$ cat config.mk
export PLATFORM = sky130hd
export DESIGN_NAME = pp_pipeline_accel_axistream2pix
export DESIGN_NICKNAME = d
export VERILOG_FILES = /design/src/rtl/pp_pipeline_accel_axistream2pix.sv
export SDC_FILE = /design/constraint.sdc
export NUM_CORES = 1
export LEC_CHECK = 0
export BUFFER_PORTS_ARGS = -buffer_cell sky130_fd_sc_hd__buf_2
export CAP_MARGIN = 20
export CORE_MARGIN = 1.5
export CORE_UTILIZATION = 46
export CTS_CLUSTER_SIZE = 16
export DETAILED_ROUTE_END_ITERATION = 10
export PLACE_DENSITY = 0.72
export RECOVER_POWER = 25
export SLEW_MARGIN = 20
export SYNTH_ARGS = -nofsm -noshare
export SYNTH_HDL_FRONTEND = slang
export SYNTH_SLANG_ARGS = --single-unit
$ cat constraint.sdc
create_clock -name ap_clk -period 14.5 [get_ports ap_clk]
set_clock_uncertainty 0.05 [all_clocks]
set_input_delay 2.175 -clock ap_clk [delete_from_list [all_inputs] [get_ports ap_clk]]
set_output_delay 2.175 -clock ap_clk [all_outputs]
set_load 0.1 [all_outputs]
$ cat src/rtl/pp_pipeline_accel_axistream2pix.sv
// Unpacks 64-bit words from the ldata FIFO into byte-contiguous 24-bit RGB pixels.
// A 128-bit gearbox absorbs the 64/24 width mismatch; trailing padding bytes are dropped.
module pp_pipeline_accel_axistream2pix #(
    parameter int unsigned WORD_W = 64,
    parameter int unsigned PIX_W  = 24,
    parameter int unsigned DIM_W  = 16
) (
    input  logic              ap_clk,
    input  logic              ap_rst,
    input  logic              ap_start,
    output logic              ap_done,
    output logic              ap_idle,
    output logic              ap_ready,
    input  logic [DIM_W-1:0]  rows,
    input  logic [DIM_W-1:0]  cols,
    input  logic [WORD_W-1:0] ldata_dout,
    input  logic              ldata_empty_n,
    output logic              ldata_read,
    output logic [PIX_W-1:0]  img_din,
    input  logic              img_full_n,
    output logic              img_write
);

    localparam int unsigned BUF_W  = 2 * WORD_W;
    localparam int unsigned NB_W   = $clog2(BUF_W);
    localparam int unsigned CNT_W  = 32;
    localparam int unsigned PROD_W = CNT_W + 3;

    typedef enum logic [1:0] {
        S_IDLE = 2'd0,
        S_INIT = 2'd1,
        S_RUN  = 2'd2,
        S_DONE = 2'd3
    } state_t;

    state_t             state_q;
    state_t             state_d;
    logic [DIM_W-1:0]   rows_q;
    logic [DIM_W-1:0]   cols_q;
    logic [CNT_W-1:0]   pix_rem_q;
    logic [CNT_W-1:0]   word_rem_q;
    logic [BUF_W-1:0]   gbuf_q;
    logic [NB_W-1:0]    nbits_q;

    logic               emit_c;
    logic               pop_c;
    logic [NB_W-1:0]    nb_after_c;
    logic [NB_W-1:0]    nbits_next_c;
    logic [BUF_W-1:0]   gbuf_next_c;
    logic [CNT_W-1:0]   area_c;
    logic [CNT_W-1:0]   words_c;

    // Frame size in pixels and in 64-bit words (byte count rounded up to whole words)
    always_comb begin
        area_c  = CNT_W'(rows_q) * CNT_W'(cols_q);
        words_c = CNT_W'((PROD_W'(area_c) * PROD_W'(3) + PROD_W'(7)) >> 3);
    end

    // Gearbox: drain one pixel from the bottom, refill a word above the remaining bits
    always_comb begin
        emit_c       = 1'b0;
        pop_c        = 1'b0;
        nb_after_c   = nbits_q;
        nbits_next_c = nbits_q;
        gbuf_next_c  = gbuf_q;
        if (state_q == S_RUN && !ap_rst) begin
            emit_c     = (nbits_q >= NB_W'(PIX_W)) && (pix_rem_q != '0) && img_full_n;
            nb_after_c = emit_c ? (nbits_q - NB_W'(PIX_W)) : nbits_q;
            pop_c      = (word_rem_q != '0) && (nb_after_c < NB_W'(WORD_W)) && ldata_empty_n;
            gbuf_next_c = (emit_c ? (gbuf_q >> PIX_W) : gbuf_q)
                        | (pop_c ? (BUF_W'(ldata_dout) << nb_after_c) : '0);
            nbits_next_c = nb_after_c + (pop_c ? NB_W'(WORD_W) : '0);
        end
    end

    // State register
    always_ff @(posedge ap_clk) begin
        if (ap_rst) begin
            state_q <= S_IDLE;
        end else begin
            state_q <= state_d;
        end
    end

    // Next-state logic; start is only honoured in IDLE
    always_comb begin
        state_d = state_q;
        unique case (state_q)
            S_IDLE:  if (ap_start) state_d = S_INIT;
            S_INIT:  state_d = S_RUN;
            S_RUN:   if (pix_rem_q == '0 && word_rem_q == '0) state_d = S_DONE;
            S_DONE:  state_d = S_IDLE;
            default: state_d = S_IDLE;
        endcase
    end

    // Control outputs; FIFO strobes are suppressed while reset is asserted
    always_comb begin
        ap_done    = 1'b0;
        ap_ready   = 1'b0;
        ap_idle    = 1'b0;
        ldata_read = 1'b0;
        img_write  = 1'b0;
        img_din    = gbuf_q[PIX_W-1:0];
        ap_done    = (state_q == S_DONE) && !ap_rst;
        ap_ready   = (state_q == S_DONE) && !ap_rst;
        ap_idle    = (state_q == S_IDLE) && !ap_start;
        ldata_read = pop_c;
        img_write  = emit_c;
    end

    // Frame counters, dimension latches and gearbox storage
    always_ff @(posedge ap_clk) begin
        if (ap_rst) begin
            rows_q     <= '0;
            cols_q     <= '0;
            pix_rem_q  <= '0;
            word_rem_q <= '0;
            gbuf_q     <= '0;
            nbits_q    <= '0;
        end else begin
            unique case (state_q)
                S_IDLE: begin
                    if (ap_start) begin
                        rows_q <= rows;
                        cols_q <= cols;
                    end
                end
                S_INIT: begin
                    pix_rem_q  <= area_c;
                    word_rem_q <= words_c;
                    gbuf_q     <= '0;
                    nbits_q    <= '0;
                end
                S_RUN: begin
                    gbuf_q     <= gbuf_next_c;
                    nbits_q    <= nbits_next_c;
                    pix_rem_q  <= pix_rem_q - CNT_W'(emit_c);
                    word_rem_q <= word_rem_q - CNT_W'(pop_c);
                end
                S_DONE: begin
                    gbuf_q  <= '0;
                    nbits_q <= '0;
                end
                default: begin
                    gbuf_q  <= '0;
                    nbits_q <= '0;
                end
            endcase
        end
    end

endmodule

# Word level (Yosys, flattened, before mapping)
# Cells that the tools add are included.
[op_classes] addsub=5 n_mul=2 div_mod_pow=0 order_cmp=2 eq_ne=6 n_shift=1 mux=15 bitwise=1 reduce_logical=21
[ops] op="$mux W128" count=3
[ops] op="$pmux W128 S2" count=1
[ops] op="$or A128 B128 Y128" count=1
[ops] op="$pmux W32 S2" count=2
[ops] op="$shl A64 B7 Y128" count=1
[ops] op="$logic_not A32 Y1" count=2
[ops] op="$reduce_bool A32 Y1" count=2
[ops] op="$sub A32 B1 Y32" count=2
[ops] op="$add A34 B3 Y35 const B" count=1
[ops] op="$mul A32 B2 Y34 const B" count=1
[ops] op="$mul A16 B16 Y32" count=1
[ops] op="$mux W7" count=3
[ops] op="$pmux W7 S2" count=1
[ops] op="$logic_and A1 B1 Y1" count=8
[ops] op="$pmux W2 S4" count=1
[ops] op="$add A7 B7 Y7" count=1
[ops] op="$ge A7 B5 Y1 const B" count=1
[ops] op="$lt A7 B7 Y1 const B" count=1
[ops] op="$sub A7 B5 Y7 const B" count=1
[ops] op="$reduce_and A2 Y1" count=3
[ops] op="$eq A2 B2 Y1 const B" count=2
[ops] op="$mux W2" count=2
[ops] op="$ne A2 B1 Y1 const B" count=2
[ops] op="$reduce_bool A2 Y1" count=2
[ops] op="6 further kinds" count=8
[word_totals] regBits=233 latch_bits=0 ramBits=0 romBits=0 inputBits=101 output_inout_bits=29 word_cells=60 mem_count=0

# Logic depth before layout (Yosys ltp)
[logic_depth] word_depth=11 mapped_depth=34 depth_no_buf=31

# Least setup slack after synthesis
# Ideal clock, no wire load.
[synth_timing] path_type="register -> register" from="register cols_q[7]" to="register word_rem_q[27]" setup_time_ps=119 arrival_time_ps=7889 required_ps=14331 setup_slack_ps=6442 path_stages_with_launch=34 n_path_buf=2 synth_period_minus_slack_ps=8058 cell_sequence="dfxtp_1 > clkbuf_1 > clkbuf_1 > nand2_1 > fa_1 > inv_1 > fa_1 > inv_1 > fa_1 > inv_1 > fa_1 > fa_1 > inv_1 > fa_1 > inv_1 > ha_1 > nand4_1 > a211oi_1 > a22oi_1 > nand2_1 > a21oi_1 > o21ai_0 > xor2_1 > ha_1 > ha_1 > and2_1 > and3_1 > a2111oi_0 > o31ai_1 > a41oi_1 > a31oi_1 > a221oi_1 > mux2i_1 > nor3_1"
[synth_via] elab_chain_cells=4
[synth_lines] item="from (decl)" line_no="39" rtl="logic [DIM_W-1:0] cols_q;"
[synth_lines] item="from (signal assigned)" line_no="126" rtl="cols_q <= cols;"
[synth_lines] item="$mul A16 B16 Y32" line_no="55" rtl="area_c = CNT_W'(rows_q) * CNT_W'(cols_q);"
[synth_lines] item="$mul A32 B2 Y34" line_no="56" rtl="words_c = CNT_W'((PROD_W'(area_c) * PROD_W'(3) + PROD_W'(7)) >> 3);"
[synth_lines] item="$add A34 B3 Y35" line_no="56"
[synth_lines] item="$pmux W32 S2" line_no="122" rtl="unique case (state_q)"
[synth_lines] item="to (signal assigned)" line_no="131" rtl="word_rem_q <= words_c;"
[synth_lines] item="to (signal assigned)" line_no="139" rtl="word_rem_q <= word_rem_q - CNT_W'(pop_c);"
[synth_lines] item="to (decl)" line_no="41" rtl="logic [CNT_W-1:0] word_rem_q;"
# No other way between the ends.
# A chain may end at the register's enable or synchronous reset.

# Worst setup path in the final report
[layout_timing] from="input port ap_rst" to="register gbuf_q[41]"
[layout_via] elab_chain_cells=4
[layout_lines] item="from (decl)" line_no="9" rtl="input logic ap_rst,"
[layout_lines] item="$logic_not A1 Y1" line_no="66" rtl="if (state_q == S_RUN && !ap_rst) begin"
[layout_lines] item="$logic_and A1 B1 Y1" line_no="66"
[layout_lines] item="$ne A2 B1 Y1 (no source line)"
[layout_lines] item="$reduce_and A2 Y1 (no source line)"
[layout_lines] item="to (signal assigned)" line_no="136" rtl="gbuf_q <= gbuf_next_c;"
[layout_lines] item="to (decl)" line_no="42" rtl="logic [BUF_W-1:0] gbuf_q;"
# Several ways; a longest one is shown, not always the timed one.

==> qor.txt <==
Rows = 83
# clock sinks = 230
CTS clock-pin slew for the worst setup and hold paths = 0.06 ns
Worst path most repeated cell = clkbuf_1
Post-Syn Area = 24,100 um^2
Worst setup EP type = flop
Final Cycle Share = 0.647
Flop-to-flop setup slack = 5.48 ns
Synth Register Bits = 230
Setup ws final = 5.12 ns
Synth area leaders = dfxtp_1, fa_1, ha_1
Syn_nets = 3,423
Core Area = 51,500 um^2
Reg2reg end = word_rem_q[28]
Cell Pwr Density = 157 nW/um^2
Leakage = 10.9 nW
Max_slew headroom = -1.46
Fin cells = 3,638
Clock tree buffer depth = 3
Initial antenna violation count = 8
Crit path DAT = 9.77 ns
Sequential cell area = 4610 um^2
Setup WS pre-CTS = 5.55 ns
RR Startpoint = cols_q[7]
Layout fillers = 4,948
Root Driver = clkbuf_16
R2R cell count = 31
Post-CTS sizing = 0
DRC viols = 0
Slowest-stage cell, CP = clkbuf_1
DRT iter0 DRCs = 2,461
Peak supply drop = 0.105 mV
Netlist cell types = 89
Final hold violation count = 0
I/O pin total = 130
Most common library cells after synthesis = nand2_1, inv_1, dfxtp_1
Slowest stage delay, CP = 2.70 ns
Finished Core Util = 0.501
Antenna Nets Post-Route = 0
Worst Path Required = 14.89 ns
DR vias/cell = 6.01
GRT Total Usage = 0.265
Post-CTS Setup Bufs = 0
Hold depth = 2
Overflow after GRT = 0
Max-cap viol count = 4
F_max = 0.107 GHz
Max Slew Vio Count = 244
Number of stages on the worst setup path = 7
Final setup vio count = 0
Starting density of the core = 0.467
Class of the most critical setup path = input pin to flop
Area leader, netlist = dfxtp_1
PortBufs = 129
Worst hold path class = flop to flop
First-pass GRT wire length = 115,000 um
Status = finished, violations left
Nets = 3,394
Syn-to-layout area delta = 7.27%
Hold buffer count at cts = 0
Pre-antenna DRT Iters = 7
Post-synth top area share = 0.191
Origin of the worst setup path = ap_rst
Top-count cell post-synth = nand2_1
Primary FF master, synth = dfxtp_1
Pin count of the biggest net entering global routing = 91
Routability-driven placement congestion ratio = 0.880
Clk_lat worst skew = 0.60 ns
Setup TNS = 0 ns
Multi-input gate area = 17,500 um^2
Post-Syn Instances = 2,962
Sequential fraction of the synthesis area = 0.191
Buffers & Inverters on Critical Path = 4
Layout cells sized above 1 = 0.0915
Post-Route WL = 70,900 um
Ys Warns = 0
Post-synth EDFFs = 0
Die area = 53,700 um^2
H-tree levels = 1
Die Y = 232 um
Failing checks = max-capacitance violations, max-slew violations
TritonCTS clock tree = built
Placed cells = 3,581
Worst-margin pin slew = 3.69 ns
Vias in the first global route = 20,764
Minimum clock period = 9.38 ns
Post-synthesis async set-or-reset flop share = 0
CTS buffer count = 30
RSZ-0062 raised after global routing = no
Detailed Place HPWL = 50,800 um
Average size of a mapped cell = 8.12 um^2
Die Width = 232 um
Total vias in the final route = 21,848
CP top delay family = buffers and inverters
CP max FO = 74
Critical-path cell list = clkbuf_1, clkbuf_1, clkbuf_1, nor2b_1, buf_4, a22oi_1, o31ai_1
Wire per inst = 19.5 um
Startpoint types = input pin
CP endpoint = gbuf_q[41]
## routing by layer
metal | part of all wire | global-route usage
met3 | 0.097 | 0.0539
met4 | 0.028 | 0.0712
met5 | 0.00044 | 0
met1 | 0.44 | 0.379
met2 | 0.43 | 0.403
## placed cells by master, fill, tap and decap left out, types with 64 or more instances in the layout
cell,Yosys,final
a21oi_1,193,193
nand2_1,413,413
nor3_1,65,64
ha_1,166,162
nor2_1,170,168
buf_2,30,104
and2_1,134,134
a211oi_1,96,96
a222oi_1,72,72
inv_1,268,268
dfxtp_1,230,228
o21ai_0,117,117
fa_1,194,194
mux2i_1,71,71
## power breakdown
group	total (W)	leakage, nW	switching (W)	internal (W)
clock network	0.000760	0.479	0.000315	0.000445
registers	0.000949	1.87	0.000188	0.000761
logic	0.00234	8.51	0.00154	0.000794
total	0.00405	10.9	0.00205	0.00200
## final cells by class
cell class              count  share of cell area
multi-input cells        2244               0.678
clock inverters            10             0.00533
flip-flops and latches    230               0.179
well taps                 680              0.0330
diodes                      6            0.000582
inverters                 269              0.0391
clock buffers              41              0.0330
repair buffers            158              0.0320
## flip-flops by register name, summed over array words and instances (netlist names)
signal and flops:
pix_rem_q 32, state_q 2, nbits_q 4, rows_q 16
word_rem_q 32, gbuf_q 128, cols_q 16
## cells by family (layout without fill, tap and decap cells)
| kind of cell | after synthesis | count (layout) | synth area share |
|---|---|---|---|
| AND/OR/NAND/NOR | 960 | 960 | 0.187 |
| AO/OA/AOI/OAI | 729 | 729 | 0.209 |
| buffers and inverters | 488 | 478 | 0.0829 |
| adder cells (fa/ha/maj) | 360 | 360 | 0.248 |
| flip-flops | 230 | 230 | 0.191 |
| multiplexers | 111 | 111 | 0.0502 |
| XOR/XNOR | 84 | 84 | 0.0317 |
| other | 0 | 6 | 0 |
## worst min-delay path: cells and delay by family, from the launching register on
kind	cells	cell delay, ns
AOI/OAI and AO/OA	1	0.05
DFF	1	0.32
and+or+nand+nor	1	0.04
## per-stage QoR
step / power [W] / cell area, um^2 / hold slack, ns
5_1_grt: 0.00434 / 25800 / 0.424
2_1_floorplan: 0.00267 / 24100 / 0.374
3_3_place_gp: 0.00322 / 24800 / 0.384
6_report: 0.00405 / 25800 / 0.402
3_5_place_dp: 0.00323 / 24800 / 0.391
4_1_cts: 0.00401 / 25800 / 0.406
## how the worst min path moves through the flow
| stage | startpoint | slack (ns) | to |
|---|---|---|---|
| global route | gbuf_q[125] | 0.42 | gbuf_q[125] |
| global placement | gbuf_q[21] | 0.38 | gbuf_q[21] |
| floorplan | gbuf_q[103] | 0.37 | gbuf_q[103] |
| detailed placement | gbuf_q[99] | 0.39 | gbuf_q[99] |
| CTS | gbuf_q[99] | 0.41 | gbuf_q[99] |
| finish | gbuf_q[22] | 0.40 | gbuf_q[22] |
(Power assumes the default switching activity.)
